## config.mk

```make
export PLATFORM = sky130hd
export DESIGN_NAME = rr_arb_requester
export DESIGN_NICKNAME = d
export VERILOG_FILES = /design/src/rtl/rr_arb_requester.sv
export SDC_FILE = /design/constraint.sdc
export NUM_CORES = 1
export LEC_CHECK = 0
export ABC_CLOCK_PERIOD_IN_PS = 2600
export CORE_MARGIN = 4
export CORE_UTILIZATION = 35
export CTS_CLUSTER_SIZE = 20
export DETAILED_ROUTE_END_ITERATION = 10
export PLACE_DENSITY = 0.61
export REMOVE_ABC_BUFFERS = 1
export SLEW_MARGIN = 0
export SYNTH_ARGS = -nofsm -noshare
export SYNTH_HDL_FRONTEND = slang
export SYNTH_SLANG_ARGS = --single-unit
```

## constraint.sdc

```tcl
create_clock -name clk -period 2.6 [get_ports clk]
set_input_delay 0.65 -clock clk [delete_from_list [all_inputs] [get_ports clk]]
set_output_delay 0.65 -clock clk [all_outputs]
set_load 0.02 [all_outputs]
```

## src/rtl/rr_arb_requester.sv

```systemverilog
// rr_arb_requester
//   Requester-side companion to a 4-way round-robin, fixed-time-slice arbiter.
//   Each client hands over jobs of job_len beats. The block raises REQ[i] and
//   keeps it high until every beat of the job has been granted. If the arbiter
//   withdraws GNT[i] partway through a job (slice expiry), REQ[i] stays high and
//   the job resumes on the next grant. Each transferred beat is reported on beat,
//   and each finished job produces a one-cycle pulse on done.
//
//   Per client there is one ACTIVE slot (the job being transferred, with its
//   remaining-beat counter) and one PENDING slot (the next job, queued behind it).
//
// Ports
//   clk        rising-edge clock
//   reset_n    synchronous reset, active-low
//   job_valid  [N]        client i offers a job
//   job_len    [N*LEN_W]  job length of client i in bits [i*LEN_W +: LEN_W]
//   job_ready  [N]        client i can accept a job (pending slot free)
//   REQ        [N]        registered request to the arbiter
//   GNT        [N]        grant from the arbiter
//   beat       [N]        combinational: beat transferred for client i this cycle
//   done       [N]        registered one-cycle pulse: client i job finished
//   err_multi             sticky: GNT seen with more than one bit set
//   err_spur              sticky: GNT[i] seen while REQ[i] was low
//
// Per-client FSM
//   state         | meaning
//   ST_IDLE       | no job with beats outstanding, REQ low
//   ST_REQUESTING | job outstanding, REQ high, waiting for (or re-waiting for) GNT
//   ST_GRANTED    | job outstanding, REQ high, a beat moved last cycle
module rr_arb_requester #(
    parameter int N     = 4,
    parameter int LEN_W = 4
) (
    input  logic               clk,
    input  logic               reset_n,
    input  logic [N-1:0]       job_valid,
    input  logic [N*LEN_W-1:0] job_len,
    output logic [N-1:0]       job_ready,
    output logic [N-1:0]       REQ,
    input  logic [N-1:0]       GNT,
    output logic [N-1:0]       beat,
    output logic [N-1:0]       done,
    output logic               err_multi,
    output logic               err_spur
);

    typedef enum logic [1:0] {
        ST_IDLE       = 2'd0,
        ST_REQUESTING = 2'd1,
        ST_GRANTED    = 2'd2
    } state_t;

    state_t           st_q   [N];
    state_t           st_n   [N];
    logic [LEN_W-1:0] rem_q  [N];
    logic [LEN_W-1:0] rem_n  [N];
    logic [LEN_W-1:0] plen_q [N];
    logic [LEN_W-1:0] plen_n [N];
    logic [N-1:0]     act_q, act_n;
    logic [N-1:0]     pend_q, pend_n;
    logic [N-1:0]     done_n;
    logic [N-1:0]     finish;
    logic [N-1:0]     accept;
    logic             gnt_multi;

    // Clearing the lowest set bit leaves something only if two or more bits were set.
    assign gnt_multi = (GNT & (GNT - N'(1))) != '0;

    assign job_ready = ~pend_q;
    assign beat      = REQ & GNT & {N{~gnt_multi}};

    always_comb begin
        for (int i = 0; i < N; i++) begin
            REQ[i] = (st_q[i] != ST_IDLE);
        end
    end

    always_comb begin
        finish = '0;
        accept = '0;
        done_n = '0;
        act_n  = act_q;
        pend_n = pend_q;
        for (int i = 0; i < N; i++) begin
            rem_n[i]  = rem_q[i];
            plen_n[i] = plen_q[i];
            st_n[i]   = st_q[i];

            // A zero-length job sits in ACTIVE for one cycle and then finishes
            // without ever requesting, so it still gets its own done pulse.
            finish[i] = act_q[i] & ((beat[i] & (rem_q[i] == LEN_W'(1))) |
                                    (rem_q[i] == '0));
            accept[i] = job_valid[i] & ~pend_q[i];

            if (finish[i]) begin
                done_n[i] = 1'b1;
                if (pend_q[i]) begin
                    act_n[i]  = 1'b1;
                    rem_n[i]  = plen_q[i];
                    pend_n[i] = 1'b0;
                end else if (accept[i]) begin
                    // ACTIVE empties on this edge, so the new job skips PENDING.
                    act_n[i] = 1'b1;
                    rem_n[i] = job_len[i*LEN_W +: LEN_W];
                end else begin
                    act_n[i] = 1'b0;
                    rem_n[i] = '0;
                end
            end else begin
                if (beat[i]) begin
                    rem_n[i] = rem_q[i] - LEN_W'(1);
                end
                if (accept[i]) begin
                    if (!act_q[i]) begin
                        act_n[i] = 1'b1;
                        rem_n[i] = job_len[i*LEN_W +: LEN_W];
                    end else begin
                        pend_n[i] = 1'b1;
                        plen_n[i] = job_len[i*LEN_W +: LEN_W];
                    end
                end
            end

            if (!(act_n[i] && (rem_n[i] != '0))) begin
                st_n[i] = ST_IDLE;
            end else if (beat[i] && !finish[i]) begin
                st_n[i] = ST_GRANTED;
            end else begin
                st_n[i] = ST_REQUESTING;
            end
        end
    end

    always_ff @(posedge clk) begin
        if (!reset_n) begin
            for (int i = 0; i < N; i++) begin
                st_q[i]   <= ST_IDLE;
                rem_q[i]  <= '0;
                plen_q[i] <= '0;
            end
            act_q     <= '0;
            pend_q    <= '0;
            done      <= '0;
            err_multi <= 1'b0;
            err_spur  <= 1'b0;
        end else begin
            for (int i = 0; i < N; i++) begin
                st_q[i]   <= st_n[i];
                rem_q[i]  <= rem_n[i];
                plen_q[i] <= plen_n[i];
            end
            act_q     <= act_n;
            pend_q    <= pend_n;
            done      <= done_n;
            err_multi <= err_multi | gnt_multi;
            err_spur  <= err_spur | (|(GNT & ~REQ));
        end
    end

endmodule
```

# Word-level counts from Yosys, hierarchy flattened

Memory sizes are Yosys's and may differ from the RTL's.
Cells that the tools add are included.

Register bits after elaboration: 14
Logic and storage cells: 174
RAM bits: 40
Input port bits: 26
Memories: 3
Output and inout bits: 18

Memories:

| name   | depth | bits a word | rd ports | clocked after Yosys merged registers in | wr ports | line | source |
|---|---|---|---|---|---|---|---|
| plen_q | 4     | 4           | 4        | 0                                       | 4        | 57   | `logic [LEN_W-1:0] plen_q [N];` |
| rem_q  | 4     | 4           | 4        | 0                                       | 4        | 55   | `logic [LEN_W-1:0] rem_q [N];` |
| st_q   | 4     | 2           | 4        | 0                                       | 4        | 53   | `state_t st_q [N];` |

Multiplexer cells: 78
Reductions and logical operators: 34
Add/sub/neg operators: 5
Bitwise gates (word level): 42
Eq/ne operators: 4

Operators with widths:

| cell                                             | number |
|---|---|
| 2-to-1 mux 4 bit                                 | 44 |
| 2-to-1 mux 2 bit                                 | 12 |
| 2-to-1 mux 1 bit                                 | 22 |
| nonzero test 4 bit                               | 5 |
| subtractor 4 x 1 -> 4 bit, second input constant | 5 |
| bitwise OR 1 bit                                 | 18 |
| AND 4 bit                                        | 4 |
| == test 4 x 1 -> 1 bit, second input constant    | 4 |
| zero test 4 bit                                  | 4 |
| AND 1 bit                                        | 12 |
| logical AND 1 bit                                | 8 |
| NOT 4 bit                                        | 2 |
| AND reduction 2 bit                              | 4 |
| nonzero test 2 bit                               | 4 |
| OR reduction 2 bit                               | 4 |
| NOT 1 bit                                        | 6 |
| zero test 1 bit                                  | 4 |
| OR reduction 4 bit                               | 1 |

# Longest topological paths before layout

Depth in word-level cells: 13
Depth in mapped cells: 8
Gate-level depth less buffers: 8

# Worst setup path before layout

OpenSTA, ideal clock, no wires.

Path type: input -> register
Start point: in GNT[1]
End point: mem st_q[2][1] (netlist name)
Stages: 8
Library setup time: 0.118 ns
Setup slack: 0.287 ns
Path buffers: 2
Arrival: 2.196 ns
Cell sequence: buf_4 > nor4b_4 > and2_1 > buf_2 > xnor2_1 > a21oi_1 > or3_1 > o2111a_1

RTL lines:

| element         | line | source |
|---|---|---|
| start, declared | 40   | `input logic [N-1:0] GNT,` |
| end, declared   | 53   |  |

# Worst setup path in the final report

Start point: in GNT[2]
End point: out beat[0]

Longest elaborated chain between the ends: 5

RTL lines:

| element                   | line | source |
|---|---|---|
| subtractor 4 x 1 -> 4 bit | 67   | `assign gnt_multi = (GNT & (GNT - N'(1))) != '0;` |
| AND 4 bit (*)             | 67   |  |
| nonzero test 4 bit (*)    | 67   |  |
| NOT 1 bit (*)             | 70   | `assign beat = REQ & GNT & {N{~gnt_multi}};` |
| AND 4 bit (*)             | 70   |  |
| end, declared             | 41   | `output logic [N-1:0] beat,` |

Every way passes the cells marked *; elsewhere a longest branch is shown, timed or not.

==> flow_metrics.env <==
export IMPL_status="finished, final reports clean"
export IMPL_rsz0062_at_grt="no"
export IMPL_clkTransAtPathRegs_ps=90
export IMPL_reg2reg_from="st_q[0][1]"
export IMPL_cts_root_buf="clkbuf_8"
export IMPL_antenna_found_initial=1
export IMPL_grt_pass1_vias=2908
export IMPL_yosys_top_cells_count="dfxtp_1 (54), nor2_1 (52), nand2_1 (39)"
export IMPL_htreeDepth=2
export IMPL_rows=34
export IMPL_fp_dieArea_sq_um=10500
export IMPL_firstDrtPassIters=4
export IMPL_period_share_pct=97.6
export IMPL_fmaxAchievable_mhz=394
export IMPL_cts_buffer_depth=2
export IMPL_p_comb_share_pct=38.2
export IMPL_ys_flop_type="dfxtp_1"
export IMPL_synth_most_common_cell="dfxtp_1"
export IMPL_critPathLaunch="GNT[2]"
export IMPL_crit_path_max_fanout=6
export IMPL_cts_tree="yes"
export IMPL_clkPwrFrac_pct=19.8
export IMPL_drive_above_1_share_pct=18.3
export IMPL_peakVddDrop_uv=264
export IMPL_p_per_area_nw_per_um2=587
export IMPL_required_ps=1950
export IMPL_hpwlAfterDp_microns=6030
export IMPL_core_region_area_sq_um=8720
export IMPL_final_cell_area_sq_um=4150
export IMPL_dpl_cell_area_sq_um=4020
export IMPL_drt_wl_total_microns=7980
export IMPL_r2r_slack_ps=620
export IMPL_finalSetupViolations=0
export IMPL_grt_pass1_wl_microns=13200
export IMPL_min_from="err_multi"
export IMPL_synth_top_area_cell="dfxtp_1"
export IMPL_synth_seq_cells=54
export IMPL_crit_arrival_ps=1890
export IMPL_die_w_microns=103
export IMPL_place_port_buffers=43
export IMPL_end_kind="output port"
export IMPL_r2r_end="st_q[0][0]"
export IMPL_yosys_cell_types_count=61
export IMPL_r2r_worst_path_cells=8
export IMPL_crit_path_start_kind="primary input"
export IMPL_nFillCells=848
export IMPL_cpPeakStageDelay_ps=450
export IMPL_cpMaxStageDelayCell="or3_1"
export IMPL_tns_ps=0
export IMPL_yosys_area_top_type_share_pct=34.6
export IMPL_syn_cell_area_sq_um=3130
export IMPL_clk_latency_ps=300
export IMPL_drtAntennaViolNets=0
export IMPL_crit_type="in -> out"
export IMPL_gp_congestion=0.885
export IMPL_drt_iter0_drc=112
export IMPL_post_place_ws_ps=-633
export IMPL_synth_area_top_cells="dfxtp_1 (35%), nor2_1 (6.2%), mux2i_1 (6.1%)"
export IMPL_cts_buffers=5
export IMPL_synth_edff_count=0
export IMPL_final_util_pct=47.6
export IMPL_async_flop_share_pct=0
export IMPL_internal_power_mw=1.61
export IMPL_start_util_pct=35.9
export IMPL_critical_path_buf_inv_count=2
export IMPL_cts_sinks=54
export IMPL_syn2layout_area_growth_pct=32.8
export IMPL_yosys_warnings=0
export IMPL_pwr_share_seq_pct=42.0
export IMPL_holdPathEnd="err_multi"
export IMPL_drv_slew=0
export IMPL_nets=513
export IMPL_period_minus_slack_ps=2540
export IMPL_finalHoldViolCount=0
export IMPL_diodes=0
export IMPL_max_cap_violations=0
export IMPL_tightest_slew_ps=484
export IMPL_crit_chain="dlygate4sd2_1 > or3_1 > nor2_4 > clkdlybuf4s15_2"
export IMPL_avgViaCountPerCell=5.18
export IMPL_worstHoldPathType="reg -> reg"
export IMPL_overflow=0
export IMPL_via_count=3027
export IMPL_power_leakage_nw=1.80
export IMPL_drc=0
export IMPL_syn_inst=389
export IMPL_avgSynthCellArea_sq_um=8.04
export IMPL_sw_frac_of_total_pct=34.1
export IMPL_p_sw_mw=0.831
export IMPL_fin_skew_ps=4.88
export IMPL_fin_ws_ps=63.3
export IMPL_grt_max_degree=40
export IMPL_wire_per_inst_microns=13.7
export IMPL_grtUsageTotal_pct=15.4
export IMPL_cpLargestDelayFamily="buffers and inverters"
export IMPL_io_pins=44
export IMPL_ys_seq_area_share_pct=34.6
export IMPL_holdPathStages=2
export IMPL_dieHeight_microns=103
export IMPL_relSlewSlack_pct=67.4
## per-stage QoR
step	std cells	hold WS, ps	power [mW]
finish	584	458	2.44
global route	584	514	2.61
CTS	584	461	2.46
detailed placement	574	435	1.96
global placement	574	436	1.94
floorplan	367	455	1.54
## per-layer routing
layer | global-route usage [%] | vias to the layer above | part of all wire, %
li1 | - | 1569 | -
met3 | 3.59 | 8 | 4.4
met5 | 0 | - | 0.10
met1 | 20.1 | 1391 | 48
met4 | 3.94 | 2 | 1.1
met2 | 25.5 | 57 | 47
## logic make-up after synthesis
logic type / share of synthesized area [%]
adders and majority gates: 5.12
muxes: 6.56
DFF: 34.6
xor gates and xnor gates: 1.40
AOI/OAI and AO/OA: 20.4
and+or+nand+nor: 25.5
buffers and inverters: 6.44
## power groups by stage
stage,logic (mW),registers (mW),clock network [mW]
floorplan,0.513,1.02,0
global placement,0.903,1.04,0
global route,1.04,1.04,0.540
CTS,0.926,1.02,0.509
finish,0.931,1.02,0.483
detailed placement,0.918,1.04,0
## how the worst max path moves through the flow
stage	to	slack, ps	cells after the start
floorplan	st_q[0][0]	150	6
global placement	beat[1]	-610	6
detailed placement	beat[1]	-630	6
CTS	beat[3]	-20	6
global route	beat[0]	10	4
finish	beat[0]	60	4
## layout make-up
type,count,area (sq um),area share [%]
timing repair buffer,101,866,20.8
sequential,54,1080,26.0
tap,108,135,3.25
clock inverter,1,5.00,0.120
inverter,25,93.8,2.26
clock buffer,7,86.3,2.08
multi-input combinational,288,1890,45.4
## state kept, by name (all words and copies together) (netlist names)
name       flops
err_multi      1
plen_q        16
st_q           8
pend_q         4
rem_q         16
act_q          4
err_spur       1
done           4
## placed cells by master (no fill, tap or decap), types with 5 or more instances in the layout
cell              n
clkbuf_8          6
inv_1            25
clkdlybuf4s50_1  35
a31oi_1           6
a211oi_1         17
dfxtp_1          54
nand3b_1          5
a21oi_1          18
mux2i_1          19
ha_1             12
buf_4            57
and3_1            5
nor4_1           10
nor2_1           51
nand2_1          39
o21ai_0          22
nor3_1            9
## timing repair
| action | 4_1_cts | 5_1_grt |
|---|---|---|
| pin swaps | 2 | 0 |
| hold buffers | 0 | 0 |
| resized for setup | 22 | 7 |
| setup endpoints to repair | 8 | 14 |
| buffers inserted | 2 | 0 |
## worst reg2reg max path, cell delays in order (launching register included)
cell and delay, ps:
dfxtp_1 340, o21ai_0 420, buf_4 220, nor4_1 50
a2111oi_0 360, buf_4 190, nand4_1 90, nand3_1 120
o22ai_1 80
Note: power is estimated with default switching activity, not from simulation.
